## src/rtl/shift_reg_pkg.sv

```systemverilog
// Shared types and constants for the universal shift register.
package shift_reg_pkg;

    typedef enum logic [2:0] {
        HOLD  = 3'd0,
        SHL   = 3'd1,
        SHR   = 3'd2,
        ROL   = 3'd3,
        ROR   = 3'd4,
        LOAD  = 3'd5,
        CLEAR = 3'd6,
        RSVD  = 3'd7
    } mode_t;

    localparam int SR_DEFAULT_WIDTH = 8;

    // True for the four modes that move data by one bit position.
    function automatic logic is_shift(input mode_t m);
        return (m == SHL) || (m == SHR) || (m == ROL) || (m == ROR);
    endfunction

    // True for the modes that overwrite the whole word and start a new one.
    function automatic logic is_restart(input mode_t m);
        return (m == LOAD) || (m == CLEAR);
    endfunction

endpackage

```

## src/rtl/shift_counter.sv

```systemverilog
// Counts shift edges within a word and pulses wrap for one cycle when the
// MAX-th shift of the word lands. Clear wins over increment.
module shift_counter #(
    parameter  int MAX = 8,
    localparam int CW  = $clog2(MAX + 1)
) (
    input  logic          clk,
    input  logic          rst,
    input  logic          inc,
    input  logic          clr,
    output logic [CW-1:0] cnt,
    output logic          wrap
);

    localparam logic [CW-1:0] LAST = CW'(MAX - 1);

    // Counter register and registered end-of-word pulse (low by default every edge).
    always_ff @(posedge clk) begin
        wrap <= 1'b0;
        if (!rst) begin
            cnt <= '0;
        end else if (clr) begin
            cnt <= '0;
        end else if (inc) begin
            if (cnt == LAST) begin
                cnt  <= '0;
                wrap <= 1'b1;
            end else begin
                cnt <= cnt + 1'b1;
            end
        end
    end

endmodule

```

## src/rtl/universal_shift_reg.sv

```systemverilog
// Universal shift register: shift/rotate in both directions, parallel load,
// clear and hold, with a per-word shift counter that pulses done.
module universal_shift_reg
    import shift_reg_pkg::*;
#(
    parameter int WIDTH = SR_DEFAULT_WIDTH
) (
    input  logic             clk,
    input  logic             rst,
    input  logic             en,
    input  mode_t            mode,
    input  logic             sIn,
    input  logic [WIDTH-1:0] pIn,
    output logic [WIDTH-1:0] PO,
    output logic             SO,
    output logic             done
);

    localparam int CW = $clog2(WIDTH + 1);

    // Bit position within the current word; only the wrap pulse is exported.
    logic [CW-1:0] cnt_unused;
    logic          cnt_inc;
    logic          cnt_clr;

    // Counter only advances or restarts on enabled edges; reset is handled inside.
    always_comb begin
        cnt_inc = en && is_shift(mode);
        cnt_clr = en && is_restart(mode);
    end

    shift_counter #(.MAX(WIDTH)) u_cnt (
        .clk  (clk),
        .rst  (rst),
        .inc  (cnt_inc),
        .clr  (cnt_clr),
        .cnt  (cnt_unused),
        .wrap (done)
    );

    // Data register: reset first, then enable, then the mode mux.
    always_ff @(posedge clk) begin
        if (!rst) begin
            PO <= '0;
        end else if (en) begin
            case (mode)
                SHL:     PO <= {PO[WIDTH-2:0], sIn};
                SHR:     PO <= {sIn, PO[WIDTH-1:1]};
                ROL:     PO <= {PO[WIDTH-2:0], PO[WIDTH-1]};
                ROR:     PO <= {PO[0], PO[WIDTH-1:1]};
                LOAD:    PO <= pIn;
                CLEAR:   PO <= '0;
                default: PO <= PO;
            endcase
        end
    end

    // Serial out taps the end the data is leaving from in right-going modes.
    always_comb begin
        SO = PO[WIDTH-1];
        if ((mode == SHR) || (mode == ROR)) begin
            SO = PO[0];
        end
    end

endmodule

```

## config.mk

```make
export PLATFORM = sky130hd
export DESIGN_NAME = universal_shift_reg
export DESIGN_NICKNAME = d
export VERILOG_FILES = /design/src/rtl/shift_reg_pkg.sv /design/src/rtl/shift_counter.sv /design/src/rtl/universal_shift_reg.sv
export SDC_FILE = /design/constraint.sdc
export NUM_CORES = 1
export LEC_CHECK = 0
export CORE_MARGIN = 1.5
export CORE_UTILIZATION = 45
export DETAILED_ROUTE_END_ITERATION = 8
export MAX_ROUTING_LAYER = met4
export PLACE_DENSITY = 0.88
export SETUP_SLACK_MARGIN = 0.02
export SYNTH_ARGS = -nofsm -noshare
export SYNTH_HDL_FRONTEND = slang
export SYNTH_SLANG_ARGS = --single-unit
```

## constraint.sdc

```tcl
create_clock -name clk -period 2.3 [get_ports clk]
set_input_delay 0.46 -clock clk [delete_from_list [all_inputs] [get_ports clk]]
set_output_delay 0.46 -clock clk [all_outputs]
set_load 0.005 [all_outputs]
```

==> results_dict.tcl <==
set metrics [dict create \
    ir_drop_uv 284 \
    ys_ff_latch 13 \
    syn_inst_count 101 \
    dp_hpwl_um 1520 \
    cp_slowest_stage_delay_ps 330 \
    wire_per_inst_um 13.8 \
    totalNegativeSetupSlack_ps 0 \
    worst_r2r_path_depth 5 \
    timing.max_slew.rel_slack 0.690 \
    dieHeight_um 46.1 \
    initial_utilization 0.480 \
    cp-start-kind "input pin" \
    worst_setup_path_end_kind "primary output" \
    drc 0 \
    yosys_warnings 0 \
    post_syn_nets 117 \
    mappedNetlistArea_um2 837 \
    post_cts_resized 6 \
    cts.repair_timing.setup_buffer_count 0 \
    min_period_ps 2110 \
    floorplan.die.width_um 46.1 \
    clock_path_buffers 2 \
    pin_count_of_the_biggest_net_entering_global_routing 24 \
    crit_path_frequent_cell "dlygate4sd2_1" \
    critical_path_peak_fanout 3 \
    grtUsageTotal 0.221 \
    synth_top_cell_by_area "dfxtp_1" \
    floorplan.rows 15 \
    diodes 0 \
    post_synth_main_area_contributors "dfxtp_1 (31%), o21a_1 (6.3%), o21ai_2 (6.3%)" \
    pin_count 25 \
    fmax_achieved_ghz 0.473 \
    detailedRoute.firstPassIterationCount 4 \
    ant_nets 0 \
    cp_num_buf_inv 2 \
    grt_remaining_overflow 0 \
    layout.nets 143 \
    final_layout_size_suffix_gt1_frac 0.175 \
    ctsHtreeMaxLevel 1 \
    timing.critical_path.max_delay_family "buffers and inverters" \
    hold_viol_final 0 \
    required_ps 1840 \
    worst_slack_on_hold_paths_ps 486 \
    clock_sink_count 13 \
    area_growth_pct 36.3 \
    hold_class "reg2reg" \
    first_iter_violations 18 \
    number_of_input_and_output_port_buffers_inserted 24 \
    synth_edf_count 0 \
    globalplace.congestion 0.846 \
    clk_pin_slew_worst_paths_ps 80 \
    clock_latency_ps 280 \
    path_type_of_the_worst_setup_path "in2out" \
    grt_pass1_vias 784 \
    report.power.total_mw 0.549 \
    min_path_cells 1 \
    cts.hold.buffers_added 0 \
    cts-buffers-inserted 3 \
    run_status "completed" \
    routed_wirelength_um 2080 \
    synth_cell_types 34 \
    worstPathArrival_ps 1650 \
    worst_pin_slew_ps 466 \
    path_depth 5 \
    timing.max_cap.violations 0 \
    antenna_found_initial 0 \
    finalClockSkew_ps 4.31 \
    yosysTopAreaCellShare 0.311 \
    vias_after_detailed_routing 877 \
    grt_first_pass_wirelength_um 3410 \
    postSynthAreaPerCell_um2 8.29 \
    synth_flop_cell "dfxtp_1" \
    clk_root_buffer_cell "clkbuf_4" \
    die_area_mm2 0.00213 \
    timing.critical_path.cells "dlygate4sd2_1, nand2b_4, a21oi_2, mux2_1, dlygate4sd2_1" \
    critical_path.slowest_cell "mux2_1" \
    rsz_0062_raised_after_global_routing "false" \
    drt-vias-per-instance 5.81 \
    ys_seq_area_frac 0.311 \
    share_of_flip_flops_with_an_asynchronous_set_or_reset 0 \
    placeableCoreArea_mm2 0.00175 \
    finalMaxSlewViolations 0 \
    cts_tree "yes" \
    post-route-period-util 0.919 \
    setup_viol 0 \
    pwr_density_cell_mw_per_mm2 481 \
    cellLeakagePower_nw 0.417 \
]
cells in the mapped netlist, drive strengths merged (2+ instances only):
library cell / count
nor2: 5
o221ai: 6
o21a: 7
buf: 6
o211ai: 2
nor2b: 2
nand2b: 3
a21oi: 9
nand2: 7
clkbuf: 3
and3: 2
nand3: 3
nand4: 2
mux2i: 2
dfxtp: 13
or3: 2
o21ai: 17
cells in the final DEF (no fill, tap or decap), types with 4 or more instances in the layout:
master / synthesis / layout
a21oi_1: 9 / 8
o21ai_0: 8 / 8
o21ai_2: 6 / 6
o21a_1: 7 / 7
buf_4: 0 / 6
dfxtp_1: 13 / 13
nand2_1: 7 / 7
nor2_1: 4 / 4
clkdlybuf4s50_1: 0 / 21
o221ai_1: 6 / 6
routing by layer:
metal / vias up / wire (µm) / track usage
met4: 0 / 9 / 0.0514
met2: 27 / 1050 / 0.372
met5: - / 0 / -
li1: 431 / - / -
met1: 417 / 942 / 0.271
met3: 2 / 83 / 0.0392
through the flow:
step	cell area, µm²	setup slack, ps	std cells	util
final	1140	187	151	0.654
after global routing	1140	148	151	0.654
after CTS	1140	195	151	0.654
after detailed placement	1100	-209	147	0.630
after global placement	1100	-193	147	0.630
after floorplan	837	606	101	-
kinds of logic after synthesis:
kind of cell    Yosys count  synth area share
simple gates             28             0.185
flops                    13             0.311
mux                       3            0.0374
compound gates           45             0.366
fa+ha+maj                 1            0.0149
xor+xnor                  2            0.0209
buf+inv                   9            0.0643
where the power goes:
part / total, mW / switching [mW] / internal [mW]
clock: 0.146 / 0.0791 / 0.0672
sequential: 0.253 / 0.0151 / 0.238
combinational: 0.150 / 0.0676 / 0.0825
state kept, by name (all words and copies together) (netlist names):
name,count
PO,8
u_cnt.cnt,4
u_cnt.wrap,1
cell type report:
type	instances	area (µm²)
fillers	159	604
multi-input cells	79	542
repair buffers	30	282
flip-flops and latches	13	260
well taps	25	31.3
clock buffers	4	26.3
worst paths after layout:
path                               end                 startpoint  slack, ps
max                                 SO                    mode[2]        190
min              u_cnt.wrap$_SDFF_PP0_  u_cnt.cnt[3]$_SDFFE_PP0P_        490
max reg2reg  u_cnt.cnt[0]$_SDFFE_PP0P_  u_cnt.cnt[0]$_SDFFE_PP0P_       1080
min reg2reg      u_cnt.wrap$_SDFF_PP0_  u_cnt.cnt[3]$_SDFFE_PP0P_        490
No activity file was read; power rests on OpenSTA's default activity.
